[src/rtl/pattern_sweep_ctrl.sv]
// Pattern sweep sequencer for trojan-detection benchmark runs.
// Walks every input pattern, samples the circuit and streams one record each.
module pattern_sweep_ctrl #(
  parameter int N_W    = 2,
  parameter int OUT_W  = 1,
  parameter int SETTLE = 1
) (
  input  logic             CK,
  input  logic             reset,
  input  logic             start,
  input  logic             abort,
  output logic [N_W-1:0]   dut_in,
  input  logic [OUT_W-1:0] dut_out,
  input  logic [OUT_W-1:0] gold_out,
  output logic             rec_valid,
  input  logic             rec_ready,
  output logic [N_W-1:0]   rec_pattern,
  output logic [OUT_W-1:0] rec_dut,
  output logic             rec_mismatch,
  output logic             busy,
  output logic             done,
  output logic             aborted,
  output logic [N_W:0]     mismatch_cnt,
  output logic             trojan_flag
);

  typedef enum logic [2:0] {
    S_IDLE,
    S_APPLY,
    S_SETTLE,
    S_SAMPLE,
    S_EMIT,
    S_FINISH
  } state_t;

  localparam logic [N_W-1:0] LAST_PAT = '1;
  localparam logic [3:0] SET_LAST =
    4'(SETTLE > 0 ? SETTLE - 1 : 0);

  state_t             state_q;
  logic [3:0]         settle_q;
  logic [N_W-1:0]     dut_in_q;
  logic               rec_valid_q;
  logic [N_W-1:0]     rec_pattern_q;
  logic [OUT_W-1:0]   rec_dut_q;
  logic               rec_mis_q;
  logic               busy_q;
  logic               done_q;
  logic               aborted_q;
  logic [N_W:0]       mis_cnt_q;
  logic               trojan_q;
  logic               mis_d;

  assign mis_d = (dut_out != gold_out);

  always_ff @(posedge CK or negedge reset) begin
    if (!reset) begin
      state_q       <= S_IDLE;
      settle_q      <= '0;
      dut_in_q      <= '0;
      rec_valid_q   <= 1'b0;
      rec_pattern_q <= '0;
      rec_dut_q     <= '0;
      rec_mis_q     <= 1'b0;
      busy_q        <= 1'b0;
      done_q        <= 1'b0;
      aborted_q     <= 1'b0;
      mis_cnt_q     <= '0;
      trojan_q      <= 1'b0;
    end else if (state_q != S_IDLE && abort) begin
      // abort withdraws any pending record; partial counts stay visible
      state_q     <= S_IDLE;
      busy_q      <= 1'b0;
      rec_valid_q <= 1'b0;
      aborted_q   <= 1'b1;
      done_q      <= 1'b0;
    end else begin
      unique case (state_q)
        S_IDLE: begin
          if (start) begin
            dut_in_q  <= '0;
            mis_cnt_q <= '0;
            done_q    <= 1'b0;
            aborted_q <= 1'b0;
            trojan_q  <= 1'b0;
            busy_q    <= 1'b1;
            state_q   <= S_APPLY;
          end
        end
        S_APPLY: begin
          settle_q <= '0;
          state_q  <= (SETTLE > 0) ? S_SETTLE : S_SAMPLE;
        end
        S_SETTLE: begin
          if (settle_q == SET_LAST) begin
            state_q <= S_SAMPLE;
          end else begin
            settle_q <= settle_q + 4'd1;
          end
        end
        S_SAMPLE: begin
          rec_dut_q     <= dut_out;
          rec_pattern_q <= dut_in_q;
          rec_mis_q     <= mis_d;
          rec_valid_q   <= 1'b1;
          if (mis_d) begin
            mis_cnt_q <= mis_cnt_q + (N_W+1)'(1);
            trojan_q  <= 1'b1;
          end
          state_q <= S_EMIT;
        end
        S_EMIT: begin
          if (rec_ready) begin
            rec_valid_q <= 1'b0;
            if (dut_in_q == LAST_PAT) begin
              done_q  <= 1'b1;
              state_q <= S_FINISH;
            end else begin
              dut_in_q <= dut_in_q + N_W'(1);
              state_q  <= S_APPLY;
            end
          end
        end
        S_FINISH: begin
          busy_q  <= 1'b0;
          state_q <= S_IDLE;
        end
        default: begin
          busy_q  <= 1'b0;
          state_q <= S_IDLE;
        end
      endcase
    end
  end

  assign dut_in       = dut_in_q;
  assign rec_valid    = rec_valid_q;
  assign rec_pattern  = rec_pattern_q;
  assign rec_dut      = rec_dut_q;
  assign rec_mismatch = rec_mis_q;
  assign busy         = busy_q;
  assign done         = done_q;
  assign aborted      = aborted_q;
  assign mismatch_cnt = mis_cnt_q;
  assign trojan_flag  = trojan_q;

endmodule

[config.mk]
export PLATFORM = sky130hd
export DESIGN_NAME = pattern_sweep_ctrl
export DESIGN_NICKNAME = d
export VERILOG_FILES = /design/src/rtl/pattern_sweep_ctrl.sv
export SDC_FILE = /design/constraint.sdc
export NUM_CORES = 1
export LEC_CHECK = 0
export BUFFER_PORTS_ARGS = -buffer_cell sky130_fd_sc_hd__buf_4
export CORE_MARGIN = 1
export CORE_UTILIZATION = 30
export DETAILED_ROUTE_END_ITERATION = 12
export HOLD_SLACK_MARGIN = 0.03
export SETUP_SLACK_MARGIN = 0.15
export SLEW_MARGIN = 10
export SYNTH_ARGS = -nofsm -noshare
export SYNTH_HDL_FRONTEND = slang
export SYNTH_SLANG_ARGS = --single-unit
[constraint.sdc]
create_clock -name CK -period 1.67 [get_ports CK]
set_input_delay 0.0835 -clock CK [delete_from_list [all_inputs] [get_ports CK]]
set_output_delay 0.0835 -clock CK [all_outputs]
set_load 0.03 [all_outputs]
==> flow_summary.json <==
{
  "status": "finished, final reports clean",
  "ios": 21,
  "totalPowerFinal_mw": 2.10,
  "period_needed_ps": 1660,
  "synthCells": 116,
  "htree_levels": 1,
  "viasPerCell": 4.95,
  "hold_violations": 0,
  "avgSynthCellArea_um2": 9.76,
  "clk_latency_ps": 260,
  "drc": 0,
  "die_y_um": 63.4,
  "layout_commonest_cell": "buf_4",
  "finish.instance_area_um2": 1550,
  "power_density_nw_per_um2": 1350,
  "layout_common_cells": "31 x buf_4, 19 x dfrtp_1, 9 x nand2_1",
  "rsz0062_at_grt": "true",
  "worstSetupPathType": "reg -> reg",
  "ir_worst_vdd_mv": 0.772,
  "cts_buffer_depth": 2,
  "top_layer_used": "met4",
  "drt_pass1_iterations": 4,
  "yosysWarnings": 0,
  "min_path_type": "in -> reg",
  "wl_per_cell_um": 12.9,
  "port_buffers": 20,
  "yosysUniqueCellTypes": 36,
  "ys_seq_area_share_pct": 46.4,
  "worstSetupEndpointType": "register",
  "synth_seq_cells": 21,
  "wl_met3_um": 102,
  "final.setup.worst_slack_ps": 5.65,
  "crit_slowest_cell": "or4b_4",
  "finalSetupViolCount": 0,
  "worstPathCellList": "or4b_4 -> o21a_1 -> or2_1 -> a211o_1",
  "grt_pass1_wl_mm": 4.17,
  "utilization_pct": 44.7,
  "grt_overflow": 0,
  "cp.arrival_ps": 1810,
  "worst-path-buf-inv": 0,
  "post-place-ws_ps": 0.884,
  "startpoint_type": "register",
  "required_ps": 1820,
  "grtUsageTotal_pct": 12.9,
  "clkTransAtPathRegs_ps": 70,
  "place_congestion": 0.757,
  "tightest_slew_ps": 281,
  "syn-cell-area_um2": 1130,
  "fin_cells": 195,
  "core_um2": 3470,
  "cap_violations": 0,
  "cts_tree": "done",
  "die_width_um": 63.4,
  "cp_max_fo": 3,
  "n_antenna_cell": 0,
  "placed_cell_area_um2": 1360,
  "slowest_delay_ps": 540,
  "antenna_found_initial": 0,
  "grt_pass1_vias": 939,
  "syn_to_final_growth_pct": 36.8,
  "nNetsFinal": 161,
  "grt_max_degree": 22,
  "fin_hold_ws_ps": 75.6,
  "placementRows": 21,
  "synthesis.nets": 127,
  "cellLeakagePower_nw": 0.739,
  "root_buffer": "clkbuf_8",
  "hpwlAfterDp_mm": 1.78,
  "period_share_pct": 99.7,
  "slew_violations": 0,
  "slew_headroom_pct": 81.2,
  "clock_skew_ps": 1.67,
  "ant_nets": 0,
  "max_freq_mhz": 601,
  "dieArea_um2": 4020,
  "cts.sinks": 21,
  "met1_length_mm": 1.06,
  "cp_top_family": "simple AND/OR/NAND/NOR gates",
  "cts_buffers": 3,
  "routed_wl_mm": 2.52,
  "dr_total_vias": 965,
  "start_util_pct": 32.6,
  "drive_above_1_share_pct": 37.6,
  "first_iter_violations": 48,
  "met2_length_mm": 1.33,
  "place_inst": 183,
  "setup_tns_ps": 0
}
## cell families (layout without fill, tap and decap cells)
| family | Yosys count | in the layout | share of synthesized area, % |
|---|---|---|---|
| flip-flops | 21 | 21 | 46.4 |
| AND/OR/NAND/NOR | 44 | 44 | 22.0 |
| multiplexers | 3 | 3 | 2.98 |
| buffers and inverters | 10 | 43 | 3.98 |
| AO/OA/AOI/OAI | 32 | 32 | 18.7 |
| XOR/XNOR | 2 | 2 | 1.55 |
| adder cells (fa/ha/maj) | 4 | 4 | 4.42 |
## final timing paths
check                                             start                           to  slack (ps)  depth (start not counted)
worst min register to register  trojan_flag$_DFFE_PN0P_      trojan_flag$_DFFE_PN0P_         500                          1
min in group asynchronous                         reset             done$_DFFE_PN0P_         240                          2
max in group asynchronous                         reset        dut_in[1]$_DFFE_PN0P_        1200                          2
worst max-delay path             state_q[0]$_DFFE_PN0P_  mismatch_cnt[2]$_DFFE_PN0P_           6                          4
worst min-delay path                            dut_out          rec_dut$_DFFE_PN0P_          80                          2
worst max register to register   state_q[0]$_DFFE_PN0P_  mismatch_cnt[2]$_DFFE_PN0P_           6                          4
## synthesized netlist by cell type
cell type | n | share of area [%]
dfrtp_1 | 21 | 46
nand2_1 | 10 | 3.3
o21ai_0 | 9 | 4.0
nor2_1 | 8 | 2.7
a21oi_1 | 7 | 3.1
inv_1 | 5 | 1.7
a22o_1 | 4 | 3.1
clkbuf_1 | 4 | 1.3
ha_1 | 4 | 4.4
nor2b_1 | 4 | 2.2
a31oi_1 | 3 | 1.7
mux2_2 | 3 | 3.0
nand2b_1 | 3 | 1.7
nand3_1 | 3 | 1.3
nor3_1 | 3 | 1.3
nor3b_1 | 3 | 2.0
o31ai_1 | 2 | 1.3
or2_2 | 2 | 1.1
a2111o_1 | 1 | 0.99
a211o_1 | 1 | 0.77
a21o_1 | 1 | 0.66
a32o_1 | 1 | 0.88
a41o_1 | 1 | 0.88
and2_1 | 1 | 0.55
and3_1 | 1 | 0.55
and3b_1 | 1 | 0.77
and4bb_1 | 1 | 1.1
and4bb_2 | 1 | 1.1
buf_6 | 1 | 0.99
o21a_1 | 1 | 0.66
o21bai_1 | 1 | 0.66
or2_1 | 1 | 0.55
or3_1 | 1 | 0.55
or4b_4 | 1 | 1.2
xnor2_1 | 1 | 0.77
xor2_1 | 1 | 0.77
## repair_timing
item                       4_1_cts  5_1_grt
hold buffers                     1        0
gates cloned                     0        0
setup endpoints to repair        8       12
hold endpoints to repair        21        0
resized for setup               13        8
buffers inserted                 6        1
pin swaps                        5        7
## worst reg2reg max path, stage by stage (launching register included)
cell	delay [ps]
dfrtp_1	380
or4b_4	540
o21a_1	140
or2_1	240
a211o_1	260
## power breakdown
group | switching (mW) | total (mW) | internal, mW
sequential | 0.0701 | 0.690 | 0.620
combinational | 0.589 | 1.08 | 0.492
clock | 0.161 | 0.327 | 0.166
## registers in the layout, summed over array words and instances, names as in the netlist
register / count
mismatch_cnt: 3
dut_in: 2
rec_dut: 1
state_q: 3
rec_mismatch: 1
rec_valid: 1
trojan_flag: 1
busy: 1
settle_q: 4
done: 1
rec_pattern: 2
aborted: 1
## per-layer routing
metal | vias up | global-route usage, %
li1 | 481 | -
met1 | 461 | 15.9
met2 | 19 | 22.6
met3 | 4 | 3.62
met4 | 0 | 2.27
met5 | - | 0
## cell type report
cell class	instances	area (µm²)
clock buffer	3	41.3
timing repair buffer	34	269
clock inverter	1	5.00
tap	46	57.6
multi-input combinational	85	629
sequential	21	528
inverter	5	18.8
fill	372	1920
(Power assumes the default switching activity.)
